`config.mk`:
```
export PLATFORM = sky130hd
export DESIGN_NAME = if_stage
export DESIGN_NICKNAME = d
export VERILOG_FILES = /design/src/rtl/riscv_pkg.sv /design/src/rtl/fetch_skid.sv /design/src/rtl/if_stage.sv
export SDC_FILE = /design/constraint.sdc
export NUM_CORES = 1
export LEC_CHECK = 0
export ABC_AREA = 1
export BUFFER_PORTS_ARGS = -buffer_cell sky130_fd_sc_hd__buf_2
export CAP_MARGIN = 30
export CORE_ASPECT_RATIO = 1.75
export CORE_UTILIZATION = 62
export CTS_BUF_LIST = sky130_fd_sc_hd__clkbuf_8
export DETAILED_ROUTE_END_ITERATION = 10
export MAX_ROUTING_LAYER = met4
export PLACE_DENSITY = 0.95
export SLEW_MARGIN = 30
export SYNTH_ARGS = -nofsm -noshare
export SYNTH_HDL_FRONTEND = slang
export SYNTH_SLANG_ARGS = --single-unit
```
`constraint.sdc`:
```
create_clock -name clk -period 11.7 [get_ports clk]
set_input_delay 1.755 -clock clk [delete_from_list [all_inputs] [get_ports clk]]
set_output_delay 1.755 -clock clk [all_outputs]
set_load 0.03 [all_outputs]
```
`src/rtl/riscv_pkg.sv`:
```
// Shared RISC-V definitions: NOP encoding, major opcodes and fetch FSM states.
package riscv_pkg;

    localparam logic [31:0] NOP = 32'h0000_0013;  // addi x0, x0, 0

    localparam logic [6:0] OPC_ARITHMETIC = 7'b011_0011;
    localparam logic [6:0] OPC_ARI_IMM    = 7'b001_0011;
    localparam logic [6:0] OPC_BRANCH     = 7'b110_0011;
    localparam logic [6:0] OPC_MEMLOAD    = 7'b000_0011;
    localparam logic [6:0] OPC_MEMSAVE    = 7'b010_0011;
    localparam logic [6:0] OPC_AUIPC      = 7'b001_0111;
    localparam logic [6:0] OPC_JAL        = 7'b110_1111;
    localparam logic [6:0] OPC_JALR       = 7'b110_0111;

    typedef enum logic [1:0] {
        StIdle,
        StFetch,
        StKill
    } fetch_state_e;

endpackage

```
`src/rtl/fetch_skid.sv`:
```
// One-entry {pc, instr} holding buffer that catches a fetched word while ID is stalled.
module fetch_skid
    import riscv_pkg::*;
#(
    parameter int unsigned XLEN = 32
) (
    input  logic            clk_i,
    input  logic            rst_i,
    input  logic            load_i,
    input  logic            drain_i,
    input  logic            flush_i,
    input  logic [XLEN-1:0] pc_i,
    input  logic [31:0]     instr_i,
    output logic            valid_o,
    output logic [XLEN-1:0] pc_o,
    output logic [31:0]     instr_o
);

    logic            valid_q, valid_d;
    logic [XLEN-1:0] pc_q, pc_d;
    logic [31:0]     instr_q, instr_d;

    // Flush beats load beats drain; payload only changes on load.
    always_comb begin
        valid_d = valid_q;
        pc_d    = pc_q;
        instr_d = instr_q;
        if (flush_i) begin
            valid_d = 1'b0;
        end else if (load_i) begin
            valid_d = 1'b1;
            pc_d    = pc_i;
            instr_d = instr_i;
        end else if (drain_i) begin
            valid_d = 1'b0;
        end
    end

    // Buffer state registers.
    always_ff @(posedge clk_i or posedge rst_i) begin
        if (rst_i) begin
            valid_q <= 1'b0;
            pc_q    <= '0;
            instr_q <= NOP;
        end else begin
            valid_q <= valid_d;
            pc_q    <= pc_d;
            instr_q <= instr_d;
        end
    end

    assign valid_o = valid_q;
    assign pc_o    = pc_q;
    assign instr_o = instr_q;

endmodule

```
`src/rtl/if_stage.sv`:
```
// Instruction fetch stage: PC, imem req/ready handshake, redirects and IF/ID register.
module if_stage
    import riscv_pkg::*;
#(
    parameter int unsigned     XLEN     = 32,
    parameter logic [XLEN-1:0] RESET_PC = '0
) (
    input  logic            clk,
    input  logic            rst,
    output logic            imem_req,
    output logic [XLEN-1:0] imem_addr,
    input  logic            imem_ready,
    input  logic [31:0]     imem_rdata,
    input  logic            redirect_valid,
    input  logic [XLEN-1:0] redirect_pc,
    input  logic            stall,
    output logic            id_valid,
    output logic [XLEN-1:0] id_pc,
    output logic [31:0]     id_instr,
    output logic [6:0]      id_opcode
);

    localparam logic [XLEN-1:0] ALIGN_MASK = ~XLEN'(3);

    fetch_state_e state_q, state_d;

    logic [XLEN-1:0] addr_q, addr_d;
    logic [XLEN-1:0] target_q, target_d;
    logic            id_valid_q, id_valid_d;
    logic [XLEN-1:0] id_pc_q, id_pc_d;
    logic [31:0]     id_instr_q, id_instr_d;

    logic            skid_valid;
    logic [XLEN-1:0] skid_pc;
    logic [31:0]     skid_instr;
    logic            skid_load, skid_drain, skid_flush;

    logic            accept;
    logic            outstanding;
    logic [XLEN-1:0] redirect_tgt;

    assign accept       = imem_req && imem_ready;
    assign outstanding  = imem_req && !imem_ready;
    assign redirect_tgt = redirect_pc & ALIGN_MASK;

    // FSM state register.
    always_ff @(posedge clk or posedge rst) begin
        if (rst) begin
            state_q <= StIdle;
        end else begin
            state_q <= state_d;
        end
    end

    // FSM next state: KILL is only entered when a redirect hits an unanswered request.
    always_comb begin
        state_d = state_q;
        unique case (state_q)
            StIdle:  state_d = StFetch;
            StFetch: if (redirect_valid && outstanding) state_d = StKill;
            StKill:  if (imem_ready) state_d = StFetch;
            default: state_d = StIdle;
        endcase
    end

    // FSM outputs: depend on registered state only, never on ready/stall/redirect.
    always_comb begin
        imem_req  = 1'b0;
        imem_addr = addr_q;
        unique case (state_q)
            StIdle:  imem_req = 1'b0;
            StFetch: imem_req = !skid_valid;
            StKill:  imem_req = 1'b1;
            default: imem_req = 1'b0;
        endcase
    end

    // Datapath next state: PC advance, redirect targets, IF/ID and skid steering.
    always_comb begin
        addr_d     = addr_q;
        target_d   = target_q;
        id_valid_d = id_valid_q;
        id_pc_d    = id_pc_q;
        id_instr_d = id_instr_q;
        skid_load  = 1'b0;
        skid_drain = 1'b0;
        skid_flush = 1'b0;

        if (redirect_valid) begin
            // Flush wins over stall; a still-pending request keeps its address until answered.
            id_valid_d = 1'b0;
            skid_flush = 1'b1;
            target_d   = redirect_tgt;
            if (!outstanding) begin
                addr_d = redirect_tgt;
            end
        end else if (state_q == StKill) begin
            // Returning word belongs to the wrong path and is dropped.
            id_valid_d = 1'b0;
            if (imem_ready) begin
                addr_d = target_q;
            end
        end else begin
            if (accept) begin
                addr_d = addr_q + XLEN'(4);
            end
            if (!stall) begin
                if (skid_valid) begin
                    id_valid_d = 1'b1;
                    id_pc_d    = skid_pc;
                    id_instr_d = skid_instr;
                    skid_drain = 1'b1;
                end else if (accept) begin
                    id_valid_d = 1'b1;
                    id_pc_d    = addr_q;
                    id_instr_d = imem_rdata;
                end else begin
                    id_valid_d = 1'b0;
                end
            end else if (accept) begin
                skid_load = 1'b1;
            end
        end
    end

    // Datapath registers: PC, pending redirect target and IF/ID register.
    always_ff @(posedge clk or posedge rst) begin
        if (rst) begin
            addr_q     <= RESET_PC & ALIGN_MASK;
            target_q   <= '0;
            id_valid_q <= 1'b0;
            id_pc_q    <= '0;
            id_instr_q <= NOP;
        end else begin
            addr_q     <= addr_d;
            target_q   <= target_d;
            id_valid_q <= id_valid_d;
            id_pc_q    <= id_pc_d;
            id_instr_q <= id_instr_d;
        end
    end

    fetch_skid #(
        .XLEN (XLEN)
    ) u_skid (
        .clk_i   (clk),
        .rst_i   (rst),
        .load_i  (skid_load),
        .drain_i (skid_drain),
        .flush_i (skid_flush),
        .pc_i    (addr_q),
        .instr_i (imem_rdata),
        .valid_o (skid_valid),
        .pc_o    (skid_pc),
        .instr_o (skid_instr)
    );

    assign id_valid  = id_valid_q;
    assign id_pc     = id_pc_q;
    assign id_instr  = id_instr_q;
    assign id_opcode = id_instr_q[6:0];

endmodule

```
==> qor.csv <==
stage,metric,value,unit
outcome,outcome,completed,
clock_network,clk_pin_slew_worst_paths,0.10,ns
synth,synth_cells,1115,
critical_path,max_stage_delay,0.78,ns
cells_and_area,fin_area,10200,um^2
synth,ys_types,28,
routing,remaining_drc_errors,0,
pwr,p_comb_frac,0.446,
routing,dr_total_vias,8037,
routing,routed_wl,21800,um
timing,tightest_slew,0.969,ns
placed_design,dp_hpwl,14500,um
pwr,seq_power_share,0.407,
global_route,overflow,0,
clock_network,cts_hold_buffers,0,
critical_path,path_buf_inv,4,
run,max-cap-violations,0,
cells_and_area,nets,1316,
placed_design,gp_congestion,0.926,
pwr,p_int,1.49,mW
critical_path,slowest_stage,buf_4,
pwr,p_per_area,276,nW/um^2
pwr,clockPowerShare,0.147,
synth,synth_xor_area_frac,0.000967,
cells_and_area,area_delta_synth_final,13.2,%
timing,period_needed,3.97,ns
timing,fin_skew,0.0155,ns
synth,synth-compound-area-share,0.131,
synth,synth.top_cell.area_share,0.503,
floorplanning,io_pins,174,
floorplanning,die_area,15100,um^2
synth,yosysTopAreaCell,dfrtp_1,
cells_and_area,finish.utilization,0.717,
clock_network,cts_setup_buffers,0,
timing,maxSlewHeadroom,0.354,
critical_path,critical_path_class,input port to flip-flop,
synth,synth_seq_area_share,0.520,
timing,hold_viol,0,
pwr,power_leakage,5.41,nW
synth,synth_seq_cells,188,
synth,avgSynthCellArea,8.12,um^2
timing,post-route-period-util,0.339,
synth,netlist_area,9050,um^2
pwr,p_sw_frac,0.474,
global_route,grt_pass1_wl,35600,um
global_route,grt_max_degree,102,
timing,slew_violations,0,
critical_path,crit_family,buffers and inverters,
cells_and_area,layout-drive-gt1-share,0.203,
global_route,grt_pass1_vias,7541,
placed_design,io_buffers,167,
synth,synthAdderAreaFrac,0.00691,
floorplanning,coreArea,14300,um^2
pwr,total_power,2.83,mW
clock_network,insertion_delay,0.47,ns
min_path,hold_class,flip-flop to flip-flop,
clock_network,cts_buffers,17,
critical_path,crit_top_cell,buf_4,
placed_design,pre_cts_slack,7.29,ns
clock_network,ctsResizeCount,0,
timing,max_freq,0.252,GHz
critical_path,cp.required,12.06,ns
floorplanning,die-height,162,um
routing,wire_per_inst,15.2,um
critical_path,worst-path-max-fanout,94,
floorplanning,initial_utilization,0.633,
pwr,netSwitchingPower,1.34,mW
placed_design,placed_cell_area,9870,um^2
synth,yosys-top-cells-area,"dfrtp_1 (50%), nand2_1 (12%), nor2_1 (8.6%)",
timing,tns,0,ns
global_route,grt_antenna_before_repair,0,
synth,synthMuxAreaShare,0.0398,
clock_network,cts_tree,yes,
global_route,grtUsageTotal,0.305,
timing,setup_viol,0,
clock_network,cts_buffer_depth,2,
critical_path,start_kind,input port,
clock_network,cts_max_level,4,
synth,yosys.area_share.simple,0.227,
clock_network,cts_root_buf,clkbuf_8,
routing,antenna_left,0,
critical_path,crit_arrival,4.33,ns
routing,first_pass_iters,5,
critical_path,cp_cell_sequence,buf_2 -> buf_4 -> inv_1 -> nand3_4 -> buf_4 -> nand2_1 -> o31ai_1,
critical_path,end_kind,flip-flop,
synth,synth_top_family_by_area,simple AND/OR/NAND/NOR gates,
routing,routed_via_density,5.60,
timing,worst_slack,7.73,ns
pwr,ir_worst_vdd,0.168,mV
synth,yosysWarnings,0,
routing,drt-initial-drc-count,497,
timing,rsz0062_at_grt,false,
cells_and_area,n_fill_cell,1130,
clock_network,cts_sinks,188,
floorplanning,die_x,93.3,um
floorplanning,row_count,58,
cells_and_area,antenna_cells,0,
## final timing paths
check / start / endpoint / slack (ns) / cells past startpoint
max: redirect_valid / id_pc[28]$_DFFE_PP0P_ / 7.73 / 7
min: id_pc[11]$_DFFE_PP0P_ / id_pc[11]$_DFFE_PP0P_ / 0.48 / 2
max reg2reg: u_skid.valid_o$_DFFE_PP0P_ / id_pc[28]$_DFFE_PP0P_ / 8.51 / 8
min reg2reg: id_pc[11]$_DFFE_PP0P_ / id_pc[11]$_DFFE_PP0P_ / 0.48 / 2
max in group asynchronous: rst / imem_addr[31]$_DFFE_PP0P_ / 9.08 / 3
min in group asynchronous: rst / id_pc[18]$_DFFE_PP0P_ / 1.39 / 2
## registers in the layout, summed over array words and instances (netlist names)
register,flops
id_instr,32
state_q,2
id_pc,30
u_skid.valid_o,1
target_q,30
imem_addr,30
id_valid,1
u_skid.pc_o,30
u_skid.instr_o,32
## metal layers
metal,global-route usage,wire length (um),vias up
met4,0.149,986,0
met5,-,0,-
li1,-,-,3823
met1,0.381,8900,3792
met3,0.0449,1200,80
met2,0.484,10800,342
## cell usage in the layout, fill, tap and decap left out, drive strengths merged
| cell | netlist | final |
|---|---|---|
| nand2 | 284 | 284 |
| nor2 | 208 | 208 |
| dfrtp | 182 | 182 |
| buf | 32 | 176 |
| inv | 86 | 91 |
| o21ai | 90 | 90 |
| o31ai | 64 | 64 |
| a21oi | 43 | 43 |
| nand3 | 36 | 36 |
| mux2 | 32 | 32 |
| clkbuf | 39 | 18 |
| clkinv | 0 | 8 |
| dfstp | 6 | 6 |
| ha | 5 | 5 |
| conb | 1 | 4 |
| a31oi | 2 | 2 |
| a21boi | 1 | 1 |
| nand4 | 1 | 1 |
| o211ai | 1 | 1 |
| xor2 | 1 | 1 |
| nand3b | 1 | 1 |
| clkinvlp | 0 | 1 |
## logic make-up after synthesis
| group | count (synthesis) |
|---|---|
| other cells | 1 |
| compound gates | 201 |
| xor+xnor | 1 |
| fa+ha+maj | 5 |
| simple gates | 530 |
| mux | 32 |
| flops | 188 |
| buf+inv | 157 |
## tightest hold or removal path: stages (launching register included)
cell and delay (ns):
dfrtp_1 0.35, nand2_1 0.05, o31ai_1 0.05
## power groups by stage
stage / clock [mW] / combinational [mW] / sequential, mW
floorplan: 0 / 0.632 / 1.41
global placement: 0 / 1.21 / 1.14
detailed placement: 0 / 1.25 / 1.15
CTS: 0.422 / 1.26 / 1.14
global route: 0.449 / 1.38 / 1.18
finish: 0.416 / 1.26 / 1.15
## metrics by stage
| stage | instances | hold slack, ns |
|---|---|---|
| floorplan | 1118 | 0.437 |
| global placement | 1403 | 0.449 |
| detailed placement | 1403 | 0.459 |
| CTS | 1435 | 0.484 |
| global route | 1435 | 0.507 |
| finish | 1435 | 0.483 |
## Yosys cell counts (all sizes together)
| cell type | n |
|---|---|
| buf | 32 |
| o31ai | 64 |
| mux2 | 32 |
| nand3b | 1 |
| nand3 | 36 |
| ha | 5 |
| a21boi | 1 |
| clkbuf | 39 |
| dfrtp | 182 |
| nand4 | 1 |
| conb | 1 |
| nor2 | 208 |
| xor2 | 1 |
| o21ai | 90 |
| a31oi | 2 |
| a21oi | 43 |
| inv | 86 |
| nand2 | 284 |
| dfstp | 6 |
| o211ai | 1 |
## layout make-up
type | instances | area, um^2 | area share
Sequential cell | 188 | 4710 | 0.460
Timing Repair Buffer | 176 | 907 | 0.0885
Inverter | 86 | 330 | 0.0322
Tap cell | 180 | 225 | 0.0220
Multi-Input combinational cell | 773 | 3690 | 0.360
Clock inverter | 14 | 131 | 0.0128
Clock buffer | 18 | 248 | 0.0242
Note: power is estimated with default switching activity, not from simulation.
